===== config.mk =====
export PLATFORM = sky130hd
export DESIGN_NAME = fir_mac_sequencer_flat
export DESIGN_NICKNAME = d
export VERILOG_FILES = /design/src/rtl/fir_mac_sequencer_if.sv /design/src/rtl/fir_mac_sequencer.sv /design/src/flat_wrapper.sv
export SDC_FILE = /design/constraint.sdc
export NUM_CORES = 1
export LEC_CHECK = 0
export CELL_PAD_IN_SITES_DETAIL_PLACEMENT = 1
export CELL_PAD_IN_SITES_GLOBAL_PLACEMENT = 1
export CORE_ASPECT_RATIO = 0.9
export CORE_MARGIN = 2
export CORE_UTILIZATION = 41
export DETAILED_ROUTE_END_ITERATION = 12
export GPL_TIMING_DRIVEN = 0
export PLACE_DENSITY = 0.91
export SETUP_SLACK_MARGIN = 0.2
export SYNTH_ARGS = -nofsm -noshare
export SYNTH_HDL_FRONTEND = slang
export SYNTH_SLANG_ARGS = --single-unit

===== constraint.sdc =====
create_clock -name clk -period 4.3 [get_ports clk]
set_clock_uncertainty 0.15 [all_clocks]
set_input_delay 0.86 -clock clk [delete_from_list [all_inputs] [get_ports clk]]
set_output_delay 0.86 -clock clk [all_outputs]
set_load 0.02 [all_outputs]

===== src/rtl/fir_mac_sequencer_if.sv =====
// Sample, coefficient, MAC and output signals of the FIR MAC sequencer.
// master: source/MAC/sink side, slave: the sequencer.
interface fir_mac_sequencer_if;
  logic       din_valid;
  logic [7:0] din;
  logic       din_ready;
  logic       coef_wr;
  logic [1:0] coef_addr;
  logic [7:0] coef_data;
  logic       mac_enable;
  logic [7:0] h_0;
  logic [7:0] h_1;
  logic [7:0] h_2;
  logic [7:0] h_3;
  logic [7:0] data_0;
  logic [7:0] data_1;
  logic [7:0] data_2;
  logic [7:0] data_3;
  logic [9:0] mac_data_out;
  logic       mac_done;
  logic       dout_valid;
  logic [9:0] dout;
  logic       dout_ready;
  logic       err_timeout;
  logic       err_clr;

  modport master (
    output din_valid, din, coef_wr, coef_addr, coef_data,
    output mac_data_out, mac_done, dout_ready, err_clr,
    input  din_ready, mac_enable, h_0, h_1, h_2, h_3,
    input  data_0, data_1, data_2, data_3,
    input  dout_valid, dout, err_timeout
  );

  modport slave (
    input  din_valid, din, coef_wr, coef_addr, coef_data,
    input  mac_data_out, mac_done, dout_ready, err_clr,
    output din_ready, mac_enable, h_0, h_1, h_2, h_3,
    output data_0, data_1, data_2, data_3,
    output dout_valid, dout, err_timeout
  );
endinterface


===== src/rtl/fir_mac_sequencer.sv =====
// Initiator-side controller for the 4-tap FIR MAC: delay line,
// coefficient bank, MAC handshake and a one-entry output buffer.
module fir_mac_sequencer #(
  parameter int TIMEOUT_CYCLES = 64
) (
  input logic                clk,
  input logic                rst_n,
  fir_mac_sequencer_if.slave bus
);

  localparam int CW = $clog2(TIMEOUT_CYCLES);
  localparam logic [CW-1:0] LAST = CW'(TIMEOUT_CYCLES - 1);

  typedef enum logic [1:0] {
    IDLE  = 2'd0,
    RUN   = 2'd1,
    STALL = 2'd2
  } state_t;

  state_t        state;
  state_t        state_nxt;
  logic [CW-1:0] cnt;
  logic [9:0]    result;
  logic          accept;
  logic          slot_free;
  logic          load_run;
  logic          load_stall;
  logic          timeout;

  always_comb begin
    accept     = bus.din_valid && (state == IDLE);
    slot_free  = !bus.dout_valid || bus.dout_ready;
    load_run   = (state == RUN) && bus.mac_done && slot_free;
    load_stall = (state == STALL) && bus.dout_ready;
    // mac_done in the last cycle still wins over the abort
    timeout    = (state == RUN) && !bus.mac_done && (cnt == LAST);
  end

  always_ff @(posedge clk or negedge rst_n) begin
    if (!rst_n) state <= IDLE;
    else        state <= state_nxt;
  end

  always_comb begin
    state_nxt = state;
    unique case (state)
      IDLE:    if (accept) state_nxt = RUN;
      RUN: begin
        if (bus.mac_done) state_nxt = slot_free ? IDLE : STALL;
        else if (timeout) state_nxt = IDLE;
      end
      STALL:   if (bus.dout_ready) state_nxt = IDLE;
      default: state_nxt = IDLE;
    endcase
  end

  always_comb begin
    bus.din_ready  = (state == IDLE);
    bus.mac_enable = (state == RUN);
  end

  // coefficients only move while no MAC is in flight
  always_ff @(posedge clk or negedge rst_n) begin
    if (!rst_n) begin
      bus.h_0 <= '0;
      bus.h_1 <= '0;
      bus.h_2 <= '0;
      bus.h_3 <= '0;
    end else if (bus.coef_wr && state == IDLE) begin
      unique case (bus.coef_addr)
        2'd0: bus.h_0 <= bus.coef_data;
        2'd1: bus.h_1 <= bus.coef_data;
        2'd2: bus.h_2 <= bus.coef_data;
        2'd3: bus.h_3 <= bus.coef_data;
      endcase
    end
  end

  always_ff @(posedge clk or negedge rst_n) begin
    if (!rst_n) begin
      bus.data_0 <= '0;
      bus.data_1 <= '0;
      bus.data_2 <= '0;
      bus.data_3 <= '0;
    end else if (accept) begin
      bus.data_3 <= bus.data_2;
      bus.data_2 <= bus.data_1;
      bus.data_1 <= bus.data_0;
      bus.data_0 <= bus.din;
    end
  end

  always_ff @(posedge clk or negedge rst_n) begin
    if (!rst_n)               cnt <= '0;
    else if (accept)          cnt <= '0;
    else if (state == RUN)    cnt <= cnt + 1'b1;
  end

  always_ff @(posedge clk or negedge rst_n) begin
    if (!rst_n)
      result <= '0;
    else if (state == RUN && bus.mac_done)
      result <= bus.mac_data_out;
  end

  always_ff @(posedge clk or negedge rst_n) begin
    if (!rst_n) begin
      bus.dout       <= '0;
      bus.dout_valid <= 1'b0;
    end else if (load_run) begin
      bus.dout       <= bus.mac_data_out;
      bus.dout_valid <= 1'b1;
    end else if (load_stall) begin
      bus.dout       <= result;
      bus.dout_valid <= 1'b1;
    end else if (bus.dout_valid && bus.dout_ready) begin
      bus.dout_valid <= 1'b0;
    end
  end

  always_ff @(posedge clk or negedge rst_n) begin
    if (!rst_n)           bus.err_timeout <= 1'b0;
    else if (timeout)     bus.err_timeout <= 1'b1;
    else if (bus.err_clr) bus.err_timeout <= 1'b0;
  end

endmodule

===== src/flat_wrapper.sv =====
// flat-port wrapper written by rule: the top's interface ports become plain ports
module fir_mac_sequencer_flat 
#(
  parameter int TIMEOUT_CYCLES = 64
)
  (clk, rst_n, bus_din_valid, bus_din, bus_coef_wr, bus_coef_addr, bus_coef_data, bus_mac_data_out, bus_mac_done, bus_dout_ready, bus_err_clr, bus_din_ready, bus_mac_enable, bus_h_0, bus_h_1, bus_h_2, bus_h_3, bus_data_0, bus_data_1, bus_data_2, bus_data_3, bus_dout_valid, bus_dout, bus_err_timeout);
  fir_mac_sequencer_if bus_i ();
  input logic clk;
  input logic rst_n;
  input wire logic [$bits(bus_i.din_valid)-1:0] bus_din_valid;
  input wire logic [$bits(bus_i.din)-1:0] bus_din;
  input wire logic [$bits(bus_i.coef_wr)-1:0] bus_coef_wr;
  input wire logic [$bits(bus_i.coef_addr)-1:0] bus_coef_addr;
  input wire logic [$bits(bus_i.coef_data)-1:0] bus_coef_data;
  input wire logic [$bits(bus_i.mac_data_out)-1:0] bus_mac_data_out;
  input wire logic [$bits(bus_i.mac_done)-1:0] bus_mac_done;
  input wire logic [$bits(bus_i.dout_ready)-1:0] bus_dout_ready;
  input wire logic [$bits(bus_i.err_clr)-1:0] bus_err_clr;
  output wire logic [$bits(bus_i.din_ready)-1:0] bus_din_ready;
  output wire logic [$bits(bus_i.mac_enable)-1:0] bus_mac_enable;
  output wire logic [$bits(bus_i.h_0)-1:0] bus_h_0;
  output wire logic [$bits(bus_i.h_1)-1:0] bus_h_1;
  output wire logic [$bits(bus_i.h_2)-1:0] bus_h_2;
  output wire logic [$bits(bus_i.h_3)-1:0] bus_h_3;
  output wire logic [$bits(bus_i.data_0)-1:0] bus_data_0;
  output wire logic [$bits(bus_i.data_1)-1:0] bus_data_1;
  output wire logic [$bits(bus_i.data_2)-1:0] bus_data_2;
  output wire logic [$bits(bus_i.data_3)-1:0] bus_data_3;
  output wire logic [$bits(bus_i.dout_valid)-1:0] bus_dout_valid;
  output wire logic [$bits(bus_i.dout)-1:0] bus_dout;
  output wire logic [$bits(bus_i.err_timeout)-1:0] bus_err_timeout;
  assign bus_i.din_valid = bus_din_valid;
  assign bus_i.din = bus_din;
  assign bus_i.coef_wr = bus_coef_wr;
  assign bus_i.coef_addr = bus_coef_addr;
  assign bus_i.coef_data = bus_coef_data;
  assign bus_i.mac_data_out = bus_mac_data_out;
  assign bus_i.mac_done = bus_mac_done;
  assign bus_i.dout_ready = bus_dout_ready;
  assign bus_i.err_clr = bus_err_clr;
  assign bus_din_ready = bus_i.din_ready;
  assign bus_mac_enable = bus_i.mac_enable;
  assign bus_h_0 = bus_i.h_0;
  assign bus_h_1 = bus_i.h_1;
  assign bus_h_2 = bus_i.h_2;
  assign bus_h_3 = bus_i.h_3;
  assign bus_data_0 = bus_i.data_0;
  assign bus_data_1 = bus_i.data_1;
  assign bus_data_2 = bus_i.data_2;
  assign bus_data_3 = bus_i.data_3;
  assign bus_dout_valid = bus_i.dout_valid;
  assign bus_dout = bus_i.dout;
  assign bus_err_timeout = bus_i.err_timeout;
  fir_mac_sequencer #(.TIMEOUT_CYCLES(TIMEOUT_CYCLES)) u_core (.clk(clk), .rst_n(rst_n), .bus(bus_i));
endmodule

# [Yosys cells after proc, flatten, opt, wreduce, memory -nomap -nowiden]
# Index checks and enable logic that the tools add are counted.
[classes] n_eq_ne=9 reduce_logical=22 n_mux=15 n_addsub=1
[op_table] op="$mux 10" n=2
[op_table] op="$mux 6" n=2
[op_table] op="$mux 2" n=5
[op_table] op="$logic_and 1x1->1" n=8
[op_table] op="$reduce_and 2->1" n=4
[op_table] op="$add 6x1->6 const B" n=1
[op_table] op="$eq 2x2->1 const B" n=3
[op_table] op="$eq 6x6->1 const B" n=1
[op_table] op="$pmux 2 s3" n=1
[op_table] op="$reduce_bool 2->1" n=3
[op_table] op="$mux 1" n=5
[op_table] op="$eq 2x1->1 const B" n=2
[op_table] op="$logic_not 2->1" n=2
[op_table] op="$ne 3x2->1 const B" n=1
[op_table] op="$reduce_and 3->1" n=1
[op_table] op="$reduce_bool 3->1" n=1
[op_table] op="$logic_not 1->1" n=2
[op_table] op="$ne 2x1->1 const B" n=1
[op_table] op="$ne 2x2->1 const B" n=1
[op_table] op="$logic_or 1x1->1" n=1
[totals] out_inout_bits=78 register_bits=94

# [Logic depth before layout (Yosys ltp)]
[logic_depth] ltp_word=6 ltp_mapped=6 mapped_depth_nobuf=4

# [Worst setup path after synthesis]
# Ideal clock, no wire load.
[synth_path] path_type="input to register" start="input bus_din_valid" end="register u_core.bus.data_0[2]" stages=4 slack_ps=2244 arrival_ps=1781 setup_time_ps=125 path_cell_list="or3b_1 -> buf_6 -> buf_12 -> mux2_4"
[synth_between] elab_chain_cells=1
[synth_lines] item="from (decl)" line="flat_wrapper.sv:10" rtl="input wire logic [$bits(bus_i.din_valid)-1:0] bus_din_valid;"
[synth_lines] item="$logic_and 1x1->1" line="fir_mac_sequencer.sv:31" rtl="accept = bus.din_valid && (state == IDLE);"
[synth_lines] item="to (signal assigned)" line="fir_mac_sequencer.sv:89" rtl="bus.data_0 <= bus.din;"
[synth_lines] item="to (decl)" line="fir_mac_sequencer_if.sv:39" rtl="output data_0, data_1, data_2, data_3,"
# No other way between the ends.
# A chain may end at the register's enable or synchronous reset.

# [Worst setup path after layout]
[layout_path] start="register u_core.state[1]" end="output bus_mac_enable"
[layout_between] elab_chain_cells=1
[layout_lines] item="from (decl)" line="fir_mac_sequencer.sv:20" rtl="state_t state;"
[layout_lines] item="from (signal assigned)" line="fir_mac_sequencer.sv:41" rtl="else state <= state_nxt;"
[layout_lines] item="$eq 2x1->1" line="fir_mac_sequencer.sv:59" rtl="bus.mac_enable = (state == RUN);"
[layout_lines] item="to (decl)" line="flat_wrapper.sv:20" rtl="output wire logic [$bits(bus_i.mac_enable)-1:0] bus_mac_enable;"
# No other way between the ends.

==> results_dict.tcl <==
set metrics [dict create \
    gp_congestion 0.756 \
    p_leak_nw 2.39 \
    ant_nets 0 \
    hold_path.class "in -> async" \
    cts_resized 0 \
    powerDensity_nw_per_um2 720 \
    netlist.area_leader.share_pct 60.5 \
    fin_tns_setup_ns 0 \
    worstPathRequired_ns 3.29 \
    relSlewSlack_pct 54.9 \
    setup_violations 0 \
    vias_per_cell 5.12 \
    ys_seq_elements 94 \
    place_area_um2 5190 \
    timing_hold_violations_final 0 \
    start_util_pct 42.4 \
    first_global_vias 2888 \
    synth_fp_nets 291 \
    grtUsageTotal_pct 19.5 \
    synth_area_leaders "dfrtp_1 60%, mux2_2 14%, mux2_4 10%, mux2i_1 2.1%, nand4_1 1.3%" \
    nNetsFinal 415 \
    utilization_pct 58.8 \
    ir_drop_v 0.000344 \
    insertion_delay_ns 0.35 \
    yosysTopAreaCell "dfrtp_1" \
    overflow 0 \
    globalRouteMet1Util_pct 22.1 \
    grt_max_degree 54 \
    crit_chain "nand2b_1, buf_2, inv_2, buf_2, clkdlybuf4s50_1" \
    slowest_delay_ns 0.64 \
    p_int_mw 2.53 \
    drt-total-wl_mm 9.31 \
    synthToLayoutAreaGrowth_pct 38.6 \
    drc_errors 0 \
    synth_edf_count 0 \
    pwr-share-seq_pct 39.1 \
    worstPathMaxFanout 10 \
    synth.distinct_cells 38 \
    rsz0062_at_grt "false" \
    crit_path_start_kind "register" \
    grt_pass1_wl_mm 15.2 \
    io_buffers 112 \
    busiest_layer "met2" \
    final_cells 504 \
    crit_type "reg -> out" \
    cts_tree "yes" \
    drive_gt1_share_pct 27.0 \
    fin_crit_sh_pct 73.3 \
    fp.dieW_um 107 \
    clock_path_buffers 2 \
    worst_pin_slew_ns 0.673 \
    cts_root_buf "clkbuf_8" \
    htree_levels 3 \
    grtUsageMet3_pct 9.19 \
    combPwrFrac_pct 45.2 \
    ys_seq_area_share_pct 60.5 \
    endpoint_kind "output port" \
    core_area_um2 9170 \
    synthFlopType "dfrtp_1" \
    postCtsHoldBufs 0 \
    cts_sinks 94 \
    critPathArrivalTime_ns 2.14 \
    max_freq_ghz 0.317 \
    die_h_um 96.4 \
    switchingPower_mw 1.35 \
    ioPinCount 113 \
    netlist_instances 255 \
    dieArea_um2 10300 \
    status "completed" \
    final_common_cell "clkdlybuf4s50_1" \
    syn_area_um2 3890 \
    cp_common_cell "buf_2" \
    cts_made_buffers 9 \
    postCtsSetupBuffers 0 \
    slew_violations 0 \
    critPathSlowestCell "clkdlybuf4s50_1" \
    pwr-share-clk_pct 15.8 \
    num_vias 2579 \
    grtUsageMet2_pct 33.7 \
    core.rowCount 33 \
    period_needed_ns 3.15 \
    dp.cells 490 \
    yosysWarnings 0 \
    cap_violations 0 \
    clkTransAtPathRegs_ns 0.09 \
    design_area_um2 5390 \
    route.detailed.wl_per_inst_um 18.5 \
    switching_share_pct 34.7 \
    async_flop_share_pct 100 \
    dp_hpwl_mm 6.95 \
    final_cell_mix "111 x clkdlybuf4s50_1, 94 x dfrtp_1, 48 x mux2_2" \
    antenna_found_initial 0 \
    dr.pass1.iters 4 \
    diodes 0 \
    drt_iter0_markers 79 \
    synth.avg_cell_area_um2 15.3 \
]
## metal layers
| metal | vias to the layer above | routed length [um] |
|---|---|---|
| li1 | 1170 | - |
| met1 | 1313 | 3730 |
| met2 | 86 | 4650 |
| met3 | 10 | 831 |
| met4 | 0 | 106 |
| met5 | - | 0 |
## worst max-delay path: cells and delay by family, from the launching register on
| family | cells | cell delay, ns |
|---|---|---|
| simple gates | 1 | 0.17 |
| buf+inv | 4 | 1.17 |
| flops | 1 | 0.45 |
## metrics by stage
step	hold WS [ns]	setup WS [ns]	power, mW
6_report	0.328	1.15	3.88
5_1_grt	0.350	1.04	4.11
4_1_cts	0.339	1.13	3.94
3_5_place_dp	0.333	1.54	3.30
3_3_place_gp	0.310	-1.19	3.21
2_1_floorplan	0.300	2.24	2.41
## logic make-up after synthesis
| logic type | Yosys count | share of synthesized area (%) |
|---|---|---|
| compound gates | 24 | 3.92 |
| xor+xnor | 1 | 0.225 |
| fa+ha+maj | 1 | 0.322 |
| buf+inv | 15 | 2.99 |
| flops | 94 | 60.5 |
| mux | 82 | 26.0 |
| simple gates | 38 | 6.08 |
## registers in the layout, summed over array words and instances, names as in the netlist
name,flops
u_core.state,2
u_core.cnt,6
u_core.bus.err_timeout,1
u_core.bus.data_2,8
u_core.bus.h_2,8
u_core.bus.data_3,8
u_core.bus.h_1,8
u_core.bus.data_0,8
u_core.bus.dout_valid,1
u_core.result,10
u_core.bus.dout,10
u_core.bus.h_0,8
u_core.bus.data_1,8
u_core.bus.h_3,8
## power groups by stage
stage,registers (mW),logic [mW],clock network (mW)
after floorplan,1.86,0.549,0
after global placement,1.50,1.71,0
after detailed placement,1.53,1.77,0
after CTS,1.52,1.78,0.640
after global routing,1.57,1.87,0.675
final,1.52,1.75,0.612
## final cells by class
| class | count | area, um2 |
|---|---|---|
| fill | 889 | 3780 |
| clock buffer | 10 | 128 |
| buffer | 12 | 105 |
| multi-input combinational | 146 | 1420 |
| inverter | 3 | 11.3 |
| tap | 122 | 153 |
| sequential | 94 | 2350 |
| clock inverter | 4 | 73.8 |
| timing repair buffer | 113 | 1150 |
## cells in the mapped netlist (2+ instances only)
cell type,instances
nand4_1,8
nor2_1,5
mux2_4,26
o41ai_1,2
buf_4,2
dfrtp_1,94
nand2b_1,3
a21oi_1,3
o21ai_0,9
buf_6,2
mux2_2,48
buf_2,4
o21ai_1,3
nand3_1,7
buf_12,2
mux2i_1,8
nand3b_1,2
a221o_1,2
nand2_1,5
inv_1,2
## path summary, 6_finish.rpt
| path | to | startpoint | slack, ns | cells after the start |
|---|---|---|---|---|
| min in group clk | u_core.bus.h_3[7] | u_core.bus.h_3[7] | 0.36 | 1 |
| max in group asynchronous | u_core.bus.h_3[3] | rst_n | 3.02 | 2 |
| setup reg to reg | u_core.bus.h_0[5] | u_core.state[1] | 2.41 | 4 |
| setup / recovery | bus_mac_enable | u_core.state[1] | 1.15 | 5 |
| hold / removal | u_core.bus.data_1[7] | rst_n | 0.33 | 1 |
| hold reg to reg | u_core.bus.h_3[7] | u_core.bus.h_3[7] | 0.36 | 1 |
Note: power is estimated with default switching activity, not from simulation.
